<file path="config.mk">
export PLATFORM = sky130hd
export DESIGN_NAME = konami_rcfilt_mixer
export DESIGN_NICKNAME = d
export VERILOG_FILES = /design/src/rtl/konami_rcfilt_mixer_pkg.sv /design/src/rtl/konami_rcfilt_mixer_saturate.sv /design/src/rtl/konami_rcfilt_mixer.sv
export SDC_FILE = /design/constraint.sdc
export NUM_CORES = 1
export LEC_CHECK = 0
export BUFFER_PORTS_ARGS = -buffer_cell sky130_fd_sc_hd__buf_2
export CAP_MARGIN = 30
export CORE_ASPECT_RATIO = 1.4
export CORE_MARGIN = 2
export CORE_UTILIZATION = 63
export CTS_CLUSTER_DIAMETER = 80
export DETAILED_ROUTE_END_ITERATION = 8
export GPL_TIMING_DRIVEN = 0
export PLACE_DENSITY_LB_ADDON = 0.2
export SYNTH_ARGS = -nofsm -noshare
export SYNTH_HDL_FRONTEND = slang
export SYNTH_SLANG_ARGS = --single-unit
</file>
<file path="constraint.sdc">
create_clock -name clk_49m -period 12.3 [get_ports clk_49m]
set_input_delay 1.845 -clock clk_49m [delete_from_list [all_inputs] [get_ports clk_49m]]
set_output_delay 1.845 -clock clk_49m [all_outputs]
set_load 0.01 [all_outputs]
</file>
<file path="src/rtl/konami_rcfilt_mixer_pkg.sv">
// Shared types and constants for the Konami sound mixer blocks.
package konami_snd_pkg;

  typedef enum logic [2:0] {
    ST_IDLE,
    ST_MUL,
    ST_UPD,
    ST_ACC,
    ST_SAT
  } snd_state_e;

  // Filter select codes (AY port-B capacitor selection)
  localparam logic [1:0] SEL_BYPASS = 2'd0;
  localparam logic [1:0] SEL_47NF   = 2'd1;
  localparam logic [1:0] SEL_220NF  = 2'd2;
  localparam logic [1:0] SEL_267NF  = 2'd3;

  localparam int COEF_CW = 14;

  // alpha * 2^14 per select code; code 0 never reaches the filter maths
  localparam logic [3:0][COEF_CW:0] COEF_DEFAULT = {15'h01A0, 15'h0200, 15'h0800, 15'h4000};

  // Clamp a signed value (up to 32 bits) into the range of an ow-bit signed word (ow < 32).
  function automatic logic signed [31:0] sat(input logic signed [31:0] v, input int ow);
    logic signed [31:0] hi;
    logic signed [31:0] lo;
    hi = (32'sd1 <<< (ow - 1)) - 32'sd1;
    lo = -(32'sd1 <<< (ow - 1));
    if (v > hi)      return hi;
    else if (v < lo) return lo;
    else             return v;
  endfunction

endpackage

</file>
<file path="src/rtl/konami_rcfilt_mixer_saturate.sv">
// Parametrised signed clamp with clip detect; purely combinational.
module snd_saturate
  import konami_snd_pkg::*;
#(
  parameter int IW = 21,
  parameter int OW = 16
)(
  input  logic signed [IW-1:0] din,
  output logic signed [OW-1:0] dout,
  output logic                 clamp
);

  logic signed [31:0] wide;
  logic signed [31:0] clamped;

  assign wide    = 32'(din);
  assign clamped = sat(wide, OW);
  assign dout    = OW'(clamped);
  assign clamp   = (clamped != wide);

endmodule

</file>
<file path="src/rtl/konami_rcfilt_mixer.sv">
// Time-multiplexed RC low-pass + gain mixer: one multiplier walks the channels,
// accumulates, then saturates to a single output sample.
module konami_rcfilt_mixer
  import konami_snd_pkg::*;
#(
  parameter int CH = 4,
  parameter int IW = 16,
  parameter int OW = 16,
  parameter int CW = 14,
  parameter logic [3:0][CW:0] COEF = COEF_DEFAULT
)(
  input  logic                 clk_49m,
  input  logic                 rst,
  input  logic                 sample_cen,
  input  logic [CH*IW-1:0]     ch_in,
  input  logic [CH*2-1:0]      ch_sel,
  input  logic [CH*8-1:0]      ch_gain,
  output logic signed [OW-1:0] sound,
  output logic                 sound_valid,
  output logic                 busy,
  output logic                 clip,
  output logic                 overrun
);

  localparam int IDXW = $clog2(CH);
  localparam int YW   = IW + 1;                       // filter state
  localparam int DW   = IW + 2;                       // x - y
  localparam int AW   = IW + $clog2(CH) + 3;          // accumulator
  localparam int MBW  = (CW + 2 > 9) ? CW + 2 : 9;    // coef or gain, sign bit added
  localparam int PW   = DW + MBW;                     // multiplier product
  localparam int GPW  = YW + 2;                       // (y * gain) >>> 7

  snd_state_e state_q, state_d;
  logic [IDXW-1:0] idx;

  logic [CH-1:0][IW-1:0] x_q;
  logic [CH-1:0][1:0]    sel_q;
  logic [CH-1:0][7:0]    gain_q;
  logic signed [YW-1:0]  y_q [CH];

  logic signed [PW-1:0]  prod_q;
  logic signed [GPW-1:0] gp_q;
  logic signed [AW-1:0]  acc_q;

  logic signed [IW-1:0]  cur_x;
  logic signed [YW-1:0]  cur_y;
  logic signed [YW-1:0]  y_new;
  logic [1:0]            cur_sel;
  logic [7:0]            cur_gain;
  logic signed [DW-1:0]  diff;
  logic signed [DW-1:0]  mul_a;
  logic signed [MBW-1:0] mul_b;
  logic signed [PW-1:0]  mul_p;
  logic signed [GPW-1:0] gp_d;
  logic signed [OW-1:0]  sat_val;
  logic                  sat_clamp;
  logic                  last_ch;

  assign cur_x    = x_q[idx];
  assign cur_y    = y_q[idx];
  assign cur_sel  = sel_q[idx];
  assign cur_gain = gain_q[idx];
  assign last_ch  = (idx == IDXW'(CH - 1));
  assign busy     = (state_q != ST_IDLE);

  assign diff  = DW'(cur_x) - DW'(cur_y);
  // Bypass loads the input directly; otherwise step by the registered filter product
  assign y_new = (cur_sel == SEL_BYPASS) ? YW'(cur_x) : cur_y + YW'(prod_q >>> CW);
  assign gp_d  = GPW'(mul_p >>> 7);

  // Single multiplier: filter step in MUL, channel gain in UPD
  always_comb begin
    mul_a = diff;
    mul_b = MBW'({1'b0, COEF[cur_sel]});
    if (state_q == ST_UPD) begin
      mul_a = DW'(y_new);
      mul_b = MBW'({1'b0, cur_gain});
    end
    mul_p = PW'(mul_a) * PW'(mul_b);
  end

  // Next-state logic
  always_comb begin
    state_d = state_q;
    case (state_q)
      ST_IDLE: if (sample_cen) state_d = ST_MUL;
      ST_MUL:  state_d = ST_UPD;
      ST_UPD:  state_d = ST_ACC;
      ST_ACC:  state_d = last_ch ? ST_SAT : ST_MUL;
      ST_SAT:  state_d = ST_IDLE;
      default: state_d = ST_IDLE;
    endcase
  end

  // State register
  always_ff @(posedge clk_49m or posedge rst) begin
    if (rst) state_q <= ST_IDLE;
    else     state_q <= state_d;
  end

  // Input snapshot and channel index
  always_ff @(posedge clk_49m or posedge rst) begin
    if (rst) begin
      x_q    <= '0;
      sel_q  <= '0;
      gain_q <= '0;
      idx    <= '0;
    end else if (state_q == ST_IDLE && sample_cen) begin
      x_q    <= ch_in;
      sel_q  <= ch_sel;
      gain_q <= ch_gain;
      idx    <= '0;
    end else if (state_q == ST_ACC && !last_ch) begin
      idx    <= idx + IDXW'(1);
    end
  end

  // Filter state array; only rst clears it
  always_ff @(posedge clk_49m or posedge rst) begin
    if (rst) begin
      for (int i = 0; i < CH; i++) y_q[i] <= '0;
    end else if (state_q == ST_UPD) begin
      y_q[idx] <= y_new;
    end
  end

  // Product, gained sample and accumulator
  always_ff @(posedge clk_49m or posedge rst) begin
    if (rst) begin
      prod_q <= '0;
      gp_q   <= '0;
      acc_q  <= '0;
    end else begin
      case (state_q)
        ST_IDLE: if (sample_cen) acc_q <= '0;
        ST_MUL:  prod_q <= mul_p;
        ST_UPD:  gp_q   <= gp_d;
        ST_ACC:  acc_q  <= acc_q + AW'(gp_q);
        default: ;
      endcase
    end
  end

  snd_saturate #(.IW(AW), .OW(OW)) u_sat (
    .din   (acc_q),
    .dout  (sat_val),
    .clamp (sat_clamp)
  );

  // Registered outputs: sample, valid pulse, sticky clip, overrun pulse
  always_ff @(posedge clk_49m or posedge rst) begin
    if (rst) begin
      sound       <= '0;
      sound_valid <= 1'b0;
      clip        <= 1'b0;
      overrun     <= 1'b0;
    end else begin
      sound_valid <= 1'b0;
      overrun     <= sample_cen && (state_q != ST_IDLE);
      if (state_q == ST_SAT) begin
        sound       <= sat_val;
        sound_valid <= 1'b1;
        if (sat_clamp) clip <= 1'b1;
      end
    end
  end

endmodule

</file>
* After elaboration in Yosys (flattened, before gate mapping) *
Cells that the tools add are included.

operators by class
  add/subtract/negate cells = 4
  $mul = 1
  div/mod/pow operators = 0
  magnitude comparators = 6
  equality and inequality tests = 7
  shift-type cells = 0
  multiplexer cells = 27
  bitwise logic cells = 1
  reductions and logical operators = 12

operators with widths
  kind                                                                     number
  68-bit bitwise mux                                                       1
  17-bit two-way mux                                                       4
  32-bit two-way mux                                                       2
  21-bit one-hot mux with 2 select lines                                   1
  17-bit binary-select mux with 2-bit select                               1
  17-bit demux with 2-bit select                                           1
  16-bit binary-select mux with 2-bit select                               1
  32-bit by 21-bit inequality test with 1-bit output                       1
  18-bit by 16-bit multiplier with 31-bit output                           1
  15-bit binary-select mux with 2-bit select                               1
  15-bit two-way mux                                                       2
  21-bit by 19-bit adder with 21-bit output                                1
  21-bit by 16-bit > comparator with 1-bit output (second input constant)  1
  21-bit by 16-bit < comparator with 1-bit output (second input constant)  1
  21-bit two-way mux                                                       1
  18-bit two-way mux                                                       1
  16-bit by 17-bit subtractor with 18-bit output                           1
  17-bit adder                                                             1
  8-bit binary-select mux with 2-bit select                                1
  16-bit two-way mux                                                       1
  3-bit one-hot mux with 4 select lines                                    1
  8-bit two-way mux                                                        1
  3-bit by 2-bit == test with 1-bit output (second input constant)         2
  2-bit by 3-bit < comparator with 1-bit output (second input constant)    2
  other kinds (19)                                                         27

storage, ports and cells
  bits in registers = 267
  bits in latches = 0
  memory bits (writable) = 0
  bits in read-only memories = 0
  input port bits = 107
  output and inout port bits = 20
  logic and storage cells = 83
  memories kept = 0

* Depth between registers and ports, before layout *
  word-level depth = 8
  mapped depth = 43
  mapped depth without buffers = 38

* Modules after synthesis *
A second synthesis with hierarchy kept.

second synthesis, totals
  cells, all modules = 2363
  area total of the unflattened synthesis = 21476.8 um^2

by module, submodules not included
  module               times used  cells each  area each (um^2)  sequential area each (um^2)
  konami_rcfilt_mixer  1           2314        21191.6           6331.1
  snd_saturate         1           49          285.3             0.0

* Worst setup path before layout *
Ideal clock, no wire load.

  kind = reg-to-reg
  start point = reg idx[0]
  end point = reg prod_q[30]
  library setup time = 0.128 ns
  arrival = 10.870 ns
  data required time = 12.172 ns
  path slack = 1.302 ns
  cell stages (with the launch flop) = 40
  path buffers = 5
  period minus slack after synthesis = 10.998 ns
  cells stage by stage = dfrtp_1 buf_6 buf_1 clkbuf_1 buf_1 mux4_2 ha_1 fa_1 a21o_1 a21oi_1 o21bai_1 a21oi_1 o21bai_1 a31o_2 a2111o_1 and3_1 o31a_1 clkbuf_1 (+4 left out) fa_1 fa_1 fa_1 inv_1 fa_1 inv_1 ha_1 a21o_1 a21o_1 a21o_1 a21oi_1 o31ai_4 a21oi_2 a311oi_4 a221oi_2 o21bai_2 xnor3_1 o21ai_1

between the ends
  cells in the longest elaborated chain, start to end = 8
  elaborated cells on any way between the ends = 19
  classes of those cells = add/sub: 2; mul: 1; mux: 14; bitwise: 1; reduce/logical: 1

RTL lines
  what                                                    line                        text
  start: declaration                                      konami_rcfilt_mixer.sv:34   logic [IDXW-1:0] idx;
  start signal: assignment                                konami_rcfilt_mixer.sv:114  idx <= idx + IDXW'(1);
  2-bit inverter with 3-bit output (not written as such)  konami_rcfilt_mixer.sv:60   assign cur_y = y_q[idx];
  17-bit binary-select mux with 2-bit select              konami_rcfilt_mixer.sv:60
  17-bit two-way mux (not written as such) (2 in series)  konami_rcfilt_mixer.sv:60
  17-bit adder                                            konami_rcfilt_mixer.sv:68   assign y_new = (cur_sel == SEL_BYPASS) ? YW'(cur_x) : cur_y + YW'(prod_q >>> CW);
  17-bit two-way mux                                      konami_rcfilt_mixer.sv:68
  18-bit two-way mux                                      konami_rcfilt_mixer.sv:75   if (state_q == ST_UPD) begin
  18-bit by 16-bit multiplier with 31-bit output (*)      konami_rcfilt_mixer.sv:79   mul_p = PW'(mul_a) * PW'(mul_b);
  end signal: assignment                                  konami_rcfilt_mixer.sv:136  ST_MUL: prod_q <= mul_p;
  end: declaration                                        konami_rcfilt_mixer.sv:41   logic signed [PW-1:0] prod_q;

Every way passes the cells marked *; elsewhere a longest branch is shown, timed or not. The select of a mux whose other input is x is not followed.
A chain may end at the register's enable or synchronous reset.

* Final worst setup path *
Ends and elaborated chain as after synthesis.

==> impl_metrics.yaml <==
timing:
  post-route-period-util: 0.945
  min_period_ps: 11620
  fmax_mhz: 86.1
  skew_ps: 21.6
  finalSetupViolCount: 0
  tns_ps: 0
  relSlewSlack: 0.177
  drv_slew: 0
  tightest_slew_ps: 1230
  rsz0062_at_grt: "false"
  hold_violations: 0
finish:
  layout-drive-gt1-share: 0.168
  mostFrequentLayoutCells: "310 x inv_1, 253 x dfrtp_1, 231 x nand2_1"
  multiInputGateArea_um2: 13400
  antenna_cells: 0
  syn_to_final_growth_pct: 9.95
  final_common_cell: "inv_1"
  nets: 2749
  nFillCells: 2585
  seqCellArea_um2: 6330
drt:
  drtAntennaViolNets: 0
  vias_per_cell: 5.86
  drt_iter0_drc: 1206
  drt-total-wl_mm: 58.3
  drc: 0
  vias: 16200
  first_pass_iters: 5
  wl_per_cell_um: 21.2
clock_network:
  cts.path.max_buffers: 3
  root_buffer: "clkbuf_16"
  cts_resized: 4
  cts_tree: "done"
  cts_sinks: 253
  ctsHoldBuffers: 0
  insertion_delay_ps: 560
  post_cts_buffers: 0
  clkTransAtPathRegs_ps: 70
  cts-htree-levels: 1
  numCtsBuffers: 24
logic_synthesis:
  ys_ff_latch: 253
  ys.flop_type: "dfrtp_1"
  syn_area_per_cell_um2: 9.93
  synth_warnings: 0
  synth-edff-count: 0
  async_reset_ff_frac: 1.00
  syn_inst: 2139
  syn_nets: 2594
  seq_area_frac_synth: 0.298
  synth_cell_type_count: 71
  syn-cell-area_um2: 21200
floorplan:
  die_y_um: 221
  start_util: 0.639
  design.die.area_um2: 35200
  core_area_um2: 33200
  row_count: 79
  io_pins: 127
  die_w_um: 159
critical_path:
  max_stage_delay_ps: 620
  critical_path_class: "reg -> reg"
  cp.arrival_ps: 12010
  crit_path_max_fanout: 19
  worstPathRequired_ps: 12700
  rrSetupSlack_ps: 680
  r2r_start: "idx[0]"
  rr_worst_depth: 36
  timing.rr.end: "prod_q[30]"
  worstSetupEndpointType: "register"
  slowest_stage: "mux4_2"
  cp_common_cell: "fa_1"
  cp-start-kind: "register"
global_routing:
  grt_pass1_vias: 17500
  overflow: 0
  grt_pass1_wl_mm: 92.1
  grt_max_degree: 136
  grt_antenna_before_repair: 0
  grtUsageTotal: 0.338
flow_run:
  cap_violations: 0
hold_path:
  holdPathStages: 1
  holdPathEnd: "clip"
  hp-start: "clip"
  hp-class: "reg -> reg"
status:
  status: "finished clean"
placed_design:
  routabilityCongestion: 1.01
  io_buffers: 126
  dp_hpwl_mm: 47.4
==> stage by stage <==
step	hold slack [ps]	area (um2)	worst slack (ps)	util	instances
after floorplan	445	21200	1300	-	2139
after global placement	435	22400	-747	0.675	2710
after detailed placement	448	22500	-895	0.677	2716
after CTS	462	23300	16.9	0.703	2758
after global routing	477	23300	31.9	0.703	2757
final	457	23300	681	0.703	2757
==> cell type report <==
cell class | instances | area share
Inverter | 311 | 0.0503
Sequential cell | 253 | 0.271
Clock inverter | 8 | 0.00472
Clock buffer | 36 | 0.0315
Timing Repair Buffer | 132 | 0.0299
Tap cell | 445 | 0.0239
Buffer | 91 | 0.0155
Multi-Input combinational cell | 1481 | 0.573
==> worst max-delay path by stage <==
stage                             to    from  slack (ps)  cells after the start
final                     prod_q[30]  idx[0]         680                     36
after global routing      prod_q[30]  idx[0]          30                     41
after CTS                 prod_q[25]  idx[1]          20                     36
after detailed placement  prod_q[25]  idx[0]        -890                     36
after global placement    prod_q[25]  idx[0]        -750                     36
after floorplan           prod_q[30]  idx[0]        1300                     39
==> cells in the mapped netlist (all sizes together), types with 5 or more instances <==
library cell / count / area share
inv: 311 / 0.055
a211oi: 6 / 0.0021
nor2: 158 / 0.028
clkbuf: 82 / 0.014
o21a: 11 / 0.0039
mux4: 42 / 0.045
a21oi: 74 / 0.018
o22ai: 14 / 0.0041
xnor2: 47 / 0.019
mux2i: 6 / 0.0028
nand2b: 24 / 0.0071
nor2b: 9 / 0.0027
buf: 12 / 0.0027
o21ai: 143 / 0.034
fa: 197 / 0.19
or2: 36 / 0.011
and3: 15 / 0.0044
a31oi: 9 / 0.0027
and2: 28 / 0.0083
dfrtp: 253 / 0.30
nand4: 6 / 0.0018
xor2: 24 / 0.0099
ha: 151 / 0.089
nor3: 11 / 0.0026
nand3: 23 / 0.0054
o21bai: 13 / 0.0048
or3: 8 / 0.0024
mux2: 109 / 0.058
nand2: 231 / 0.041
a21o: 20 / 0.0071
o211ai: 5 / 0.0018
==> routing by layer <==
layer / vias up / routed length [um] / global-route usage
met5: - / 0 / 0
met4: 0 / 4210 / 0.201
met3: 193 / 3320 / 0.0465
met2: 602 / 29200 / 0.601
met1: 8035 / 21700 / 0.388
li1: 7325 / - / -
==> sequential cells by signal, indices dropped and copies added, names as in the netlist <==
signal       flops
state_q          3
sound           16
overrun          1
prod_q          17
gain_q          32
gp_q            19
sound_valid      1
sel_q            8
y_q             68
idx              2
acc_q           21
clip             1
x_q             64
==> worst max-delay path: cells and delay by family (launching register included) <==
kind                     cells  cell delay (ps)
adder cells (fa/ha/maj)      9             3880
AO/OA/AOI/OAI               13             3250
buffers and inverters        8             1900
AND/OR/NAND/NOR              4             1160
multiplexers                 1              620
flip-flops                   1              400
XOR/XNOR                     1              210
==> kinds of logic after synthesis <==
group                      count (synthesis)  share of synthesized area
adders and majority gates                348                      0.275
xor gates and xnor gates                  72                     0.0304
DFF                                      253                      0.298
AOI/OAI and AO/OA                        335                     0.0980
buffers and inverters                    405                     0.0721
muxes                                    157                      0.105
and+or+nand+nor                          569                      0.121
Power is not shown: default switching activity piles up to over one toggle a cycle in this logic, so the estimate is an artifact.
